--- src/rtl/core_pkg.sv ---
// Shared core definitions: control-bit positions, widths and the
// EX/MEM control bundle.
package core_pkg;

   localparam int REGWRITE   = 0;
   localparam int MEMTOREG   = 1;
   localparam int MEMREAD    = 2;
   localparam int MEMWRITE   = 3;

   localparam int REG_ADDR_W = 5;
   localparam int XLEN       = 32;

   typedef struct packed {
      logic memWrite;
      logic memRead;
      logic memtoReg;
      logic regWrite;
   } exMemCtrl_t;

endpackage

--- src/rtl/pipe_entry_reg.sv ---
// One pipeline entry: valid + ctrl + payload + rd.
// Clearing zeroes ctrl and rd so an empty entry can never write state.
module pipe_entry_reg
   import core_pkg::*;
#(
   parameter int CTRL_W = $bits(exMemCtrl_t),
   parameter int DATA_W = 2 * XLEN,
   parameter int ADDR_W = REG_ADDR_W
) (
   input  logic              clk_i,
   input  logic              rst_i,
   input  logic              clr_i,
   input  logic              ld_i,
   input  logic [CTRL_W-1:0] ctrl_i,
   input  logic [DATA_W-1:0] data_i,
   input  logic [ADDR_W-1:0] rd_i,
   output logic              valid_o,
   output logic [CTRL_W-1:0] ctrl_o,
   output logic [DATA_W-1:0] data_o,
   output logic [ADDR_W-1:0] rd_o
);

   always_ff @(posedge clk_i or negedge rst_i) begin
      if (!rst_i) begin
         valid_o <= 1'b0;
         ctrl_o  <= '0;
         data_o  <= '0;
         rd_o    <= '0;
      end else if (clr_i) begin
         // payload is kept: it is don't-care while invalid
         valid_o <= 1'b0;
         ctrl_o  <= '0;
         rd_o    <= '0;
      end else if (ld_i) begin
         valid_o <= 1'b1;
         ctrl_o  <= ctrl_i;
         data_o  <= data_i;
         rd_o    <= rd_i;
      end
   end

endmodule

--- src/rtl/ex_mem_pipe_skid.sv ---
// EX->MEM pipeline register with valid/ready handshake, flush and an
// optional skid entry that keeps in_ready_o off the MEM ready path.
module ex_mem_pipe_skid
   import core_pkg::*;
#(
   parameter int CTRL_W = $bits(exMemCtrl_t),
   parameter int DATA_W = 2 * XLEN,
   parameter int ADDR_W = REG_ADDR_W,
   parameter bit SKID   = 1'b1
) (
   input  logic              clk_i,
   input  logic              rst_i,
   input  logic              flush_i,
   input  logic              in_valid_i,
   output logic              in_ready_o,
   input  logic [CTRL_W-1:0] ctrl_i,
   input  logic [DATA_W-1:0] data_i,
   input  logic [ADDR_W-1:0] rd_i,
   output logic              out_valid_o,
   input  logic              out_ready_i,
   output logic [CTRL_W-1:0] ctrl_o,
   output logic [DATA_W-1:0] data_o,
   output logic [ADDR_W-1:0] rd_o,
   output logic [1:0]        occupancy_o
);

   logic              mainValid;
   logic              skidValid;
   logic [CTRL_W-1:0] skidCtrl;
   logic [DATA_W-1:0] skidData;
   logic [ADDR_W-1:0] skidRd;
   logic              accept;
   logic              fire;
   logic              mainLd;
   logic              mainClr;
   logic [CTRL_W-1:0] mainCtrlIn;
   logic [DATA_W-1:0] mainDataIn;
   logic [ADDR_W-1:0] mainRdIn;

   assign accept = in_valid_i & in_ready_o;
   assign fire   = mainValid & out_ready_i;

   // skid has priority into main: it holds the older entry
   assign mainLd  = ~flush_i
                  & ((skidValid & fire)
                   | (accept & (~mainValid | fire)));
   assign mainClr = flush_i | (fire & ~mainLd);

   assign mainCtrlIn = skidValid ? skidCtrl : ctrl_i;
   assign mainDataIn = skidValid ? skidData : data_i;
   assign mainRdIn   = skidValid ? skidRd   : rd_i;

   pipe_entry_reg #(
      .CTRL_W (CTRL_W),
      .DATA_W (DATA_W),
      .ADDR_W (ADDR_W)
   ) u_main (
      .clk_i   (clk_i),
      .rst_i   (rst_i),
      .clr_i   (mainClr),
      .ld_i    (mainLd),
      .ctrl_i  (mainCtrlIn),
      .data_i  (mainDataIn),
      .rd_i    (mainRdIn),
      .valid_o (mainValid),
      .ctrl_o  (ctrl_o),
      .data_o  (data_o),
      .rd_o    (rd_o)
   );

   generate
      if (SKID) begin : gSkid
         logic skidLd;
         logic skidClr;

         assign skidLd  = ~flush_i & accept & mainValid & ~fire;
         assign skidClr = flush_i | (skidValid & fire);

         pipe_entry_reg #(
            .CTRL_W (CTRL_W),
            .DATA_W (DATA_W),
            .ADDR_W (ADDR_W)
         ) u_skid (
            .clk_i   (clk_i),
            .rst_i   (rst_i),
            .clr_i   (skidClr),
            .ld_i    (skidLd),
            .ctrl_i  (ctrl_i),
            .data_i  (data_i),
            .rd_i    (rd_i),
            .valid_o (skidValid),
            .ctrl_o  (skidCtrl),
            .data_o  (skidData),
            .rd_o    (skidRd)
         );

         // straight off a flop: no path from out_ready_i
         assign in_ready_o = ~skidValid;
      end else begin : gNoSkid
         assign skidValid  = 1'b0;
         assign skidCtrl   = '0;
         assign skidData   = '0;
         assign skidRd     = '0;
         assign in_ready_o = ~mainValid | out_ready_i;
      end
   endgenerate

   assign out_valid_o = mainValid;
   assign occupancy_o = {1'b0, mainValid} + {1'b0, skidValid};

endmodule

--- config.mk ---
export PLATFORM = sky130hd
export DESIGN_NAME = ex_mem_pipe_skid
export DESIGN_NICKNAME = d
export VERILOG_FILES = /design/src/rtl/core_pkg.sv /design/src/rtl/pipe_entry_reg.sv /design/src/rtl/ex_mem_pipe_skid.sv
export SDC_FILE = /design/constraint.sdc
export NUM_CORES = 1
export LEC_CHECK = 0
export ABC_AREA = 1
export CORE_MARGIN = 4
export CORE_UTILIZATION = 50
export CTS_BUF_LIST = sky130_fd_sc_hd__clkbuf_4 sky130_fd_sc_hd__clkbuf_8 sky130_fd_sc_hd__clkbuf_16
export DETAILED_ROUTE_END_ITERATION = 8
export PLACE_DENSITY = 0.79
export SLEW_MARGIN = 40
export SYNTH_ARGS = -nofsm -noshare
export SYNTH_HDL_FRONTEND = slang
export SYNTH_SLANG_ARGS = --single-unit
--- constraint.sdc ---
create_clock -name clk_i -period 1.6 [get_ports clk_i]
set_input_delay 0.24 -clock clk_i [delete_from_list [all_inputs] [get_ports clk_i]]
set_output_delay 0.24 -clock clk_i [all_outputs]
set_load 0.05 [all_outputs]
==> flow_summary.toml <==
[worst_setup_path]
cp-end-kind = "flip-flop"
slowest_stage = "dfrtp_4"
start_kind = "flip-flop"
critical_path_class = "reg -> reg"
slowest_delay_ns = 0.52
cp_num_buf_inv = 2
crit_arrival_ns = 1.90
critPathTopFamily = "simple AND/OR/NAND/NOR gates"
worst-path-stages = 8
path_cells = "buf_12, nor2_4, nand2_4, nand2_8, nand2_8, clkbuf_16, nand2_2, nand2_1"
critPathMostFrequentCell = "nand2_8"
ff2ff_path_depth = 8
required_ns = 1.90
cp_max_fo = 6

[yosys]
synthTopCellsByArea = "dfrtp_1 53%, nand2_1 16%, nand3_2 7.1%"
yosysMostFrequentCell = "nand2_1"
yosys.area.top_type = "dfrtp_1"
synth_top_area_share_pct = 52.83
ys.flop_type = "dfrtp_1"
synth-seq-cells = 148
yosys_warnings = 0
syn_nets = 890
yosys-top-cells-count = "293 x nand2_1, 148 x dfrtp_1, 75 x inv_1"
synthCells = 811
synth_area_um2 = 7010
syn_area_per_cell_um2 = 8.644
yosysUniqueCellTypes = 22
synth-async-reset-ratio_pct = 100.0
synth_edf_count = 0
synth_seq_area_share_pct = 52.83

[finish]
area_growth_pct = 40.66
multi_input_area_um2 = 2795
nets = 1068
seqCellArea_um2 = 3709
drive_above_1_share_pct = 27.15
fillers = 1042

[cts]
cts_made_buffers = 17
h-tree-depth = 4
cts.sinks = 148
clock_tree.buffer_depth = 2
cts_root_buf = "clkbuf_16"
cts_tree = "built"
clkLatencyLatePin_ns = 0.42
path_clk_slew_ns = 0.06

[routing]
ant_nets = 0
first_pass_iters = 5
routedWlPerCell_um = 15.92
drt_wl_total_um = 18840
post-route-drc-count = 0
vias_per_cell = 5.151
drt_iter0_drc = 390
vias = 6094

[placement]
globalplace.congestion = 0.7589
port_buffers = 154
hpwl_um = 11500
place_ws_ns = -0.09931

[power]
power_density_nw_per_um2 = 1292
p_leak_nw = 4.893
ir_drop_uv = 938.3

[global_routing]
grt_pass1_vias = 5993
grt_overflow_total = 0
grt_max_degree = 57
grt_pass1_wl_um = 29940
antenna_found_initial = 1
grt_use_total_pct = 23.21

[floorplanning]
dieHeight_um = 126.4
fp.dieW_um = 126.4
start_util_pct = 50.70
core_area_um2 = 13830
die_area_um2 = 15980
rows = 43
pin_count = 155

[sta]
layout_min_cycle_time_ns = 1.604
hold_violations = 0
slew_violations = 0
skew_ns = 0.008820
fin_hold_ws_ns = 0.2853
rsz0062_at_grt = "yes"
final.period_utilization_pct = 100.2
worst_slack_ns = -0.003896
maxSlewHeadroom_pct = 75.89
worst_pin_slew_ns = 0.3579
max_freq_ghz = 0.6235
finalSetupViolCount = 1

[outcome]
status = "finished with violations"
violations = "negative setup slack"

[min_path]
hold_path.class = "in -> async"

[flow_run]
max_cap_violations = 0
[placed cells by master (no fill, tap or decap), types with 5 or more instances in the layout]
cell / Yosys / routed
dfrtp_1: 148 / 146
o21ai_1: 67 / 65
nand2_2: 1 / 32
inv_1: 75 / 73
nand3_1: 36 / 36
buf_4: 5 / 97
nand2_1: 293 / 258
o21ai_0: 72 / 70
clkdlybuf4s50_1: 0 / 76
clkbuf_16: 0 / 22
nand2_4: 1 / 6
buf_6: 6 / 6
buf_12: 6 / 21
nand3_2: 50 / 50
bufinv_16: 0 / 5
[cells by family after synthesis]
family | Yosys count | synth area share, %
and+or+nand+nor | 387 | 27.02
buffers and inverters | 129 | 9.548
DFF | 148 | 52.83
AOI/OAI and AO/OA | 146 | 10.42
adders and majority gates | 1 | 0.1784
[worst paths after layout]
path | startpoint | endpoint | slack [ns]
setup / recovery | gSkid.u_skid.valid_o$_DFFE_PN0P_ | u_main.data_o[21]$_DFFE_PN0P_ | -0.004
hold / removal | rst_i | u_main.data_o[30]$_DFFE_PN0P_ | 0.29
setup reg to reg | gSkid.u_skid.valid_o$_DFFE_PN0P_ | u_main.data_o[21]$_DFFE_PN0P_ | -0.004
hold reg to reg | u_main.data_o[62]$_DFFE_PN0P_ | u_main.data_o[62]$_DFFE_PN0P_ | 0.47
max in group asynchronous | rst_i | gSkid.u_skid.data_o[52]$_DFFE_PN0P_ | 0.69
min in group clk_i | data_i[61] | gSkid.u_skid.data_o[61]$_DFFE_PN0P_ | 0.38
[stage by stage]
| stage | utilization (%) | area [µm²] | TNS (ns) | power (W) | cells |
|---|---|---|---|---|---|
| after global placement | 62.94 | 8702 | -5.766 | 0.008135 | 1127 |
| after CTS | 68.87 | 9523 | -1.176 | 0.01267 | 1168 |
| after detailed placement | 62.94 | 8702 | -9.613 | 0.008240 | 1127 |
| after global routing | 71.31 | 9861 | -3.195 | 0.01335 | 1183 |
| final | 71.31 | 9861 | -0.003896 | 0.01274 | 1183 |
| after floorplan | - | 7012 | 0 | 0.007035 | 811 |
[repair_timing]
action	CTS	global route
pin swaps	3	4
buffers inserted	7	6
hold endpoints to repair	32	0
endpoints found under the setup margin	3	141
hold buffers	1	0
gates resized for setup	17	46
gates cloned	2	8
[area by class of cell]
class / count / area share [%]
clock buffers: 18 / 4.390
diodes: 1 / 0.02538
well taps: 180 / 2.284
inverters: 78 / 3.033
repair buffers: 209 / 22.18
clock inverters: 14 / 2.132
multi-input cells: 535 / 28.35
flip-flops and latches: 148 / 37.61
[flip-flops by register name, summed over array words and instances, names as in the netlist]
| register | flops |
|---|---|
| u_main.ctrl_o | 4 |
| gSkid.u_skid.ctrl_o | 4 |
| gSkid.u_skid.valid_o | 1 |
| u_main.valid_o | 1 |
| u_main.rd_o | 5 |
| u_main.data_o | 64 |
| gSkid.u_skid.data_o | 64 |
| gSkid.u_skid.rd_o | 5 |
[worst register-to-register path: cells and delay by family, from the launching register on]
family | cells | cell delay (ns)
AND/OR/NAND/NOR | 6 | 0.64
flip-flops | 1 | 0.52
buffers and inverters | 2 | 0.34
[power by group]
group | internal (W) | leakage [nW] | switching (W)
Sequential | 0.00449 | 1.88 | 0.000458
Combinational | 0.00124 | 2.70 | 0.00222
Clock | 0.00278 | 0.309 | 0.00156
Total | 0.00850 | 4.89 | 0.00423
[metal layers]
layer | global-route usage [%] | wire length (µm) | vias up
met5 | 0 | 0 | -
met4 | 7.823 | 493 | 0
met3 | 6.526 | 1249 | 38
met2 | 38.54 | 9631 | 210
met1 | 29.40 | 7463 | 2904
li1 | - | - | 2942
Note: power is estimated with default switching activity, not from simulation.
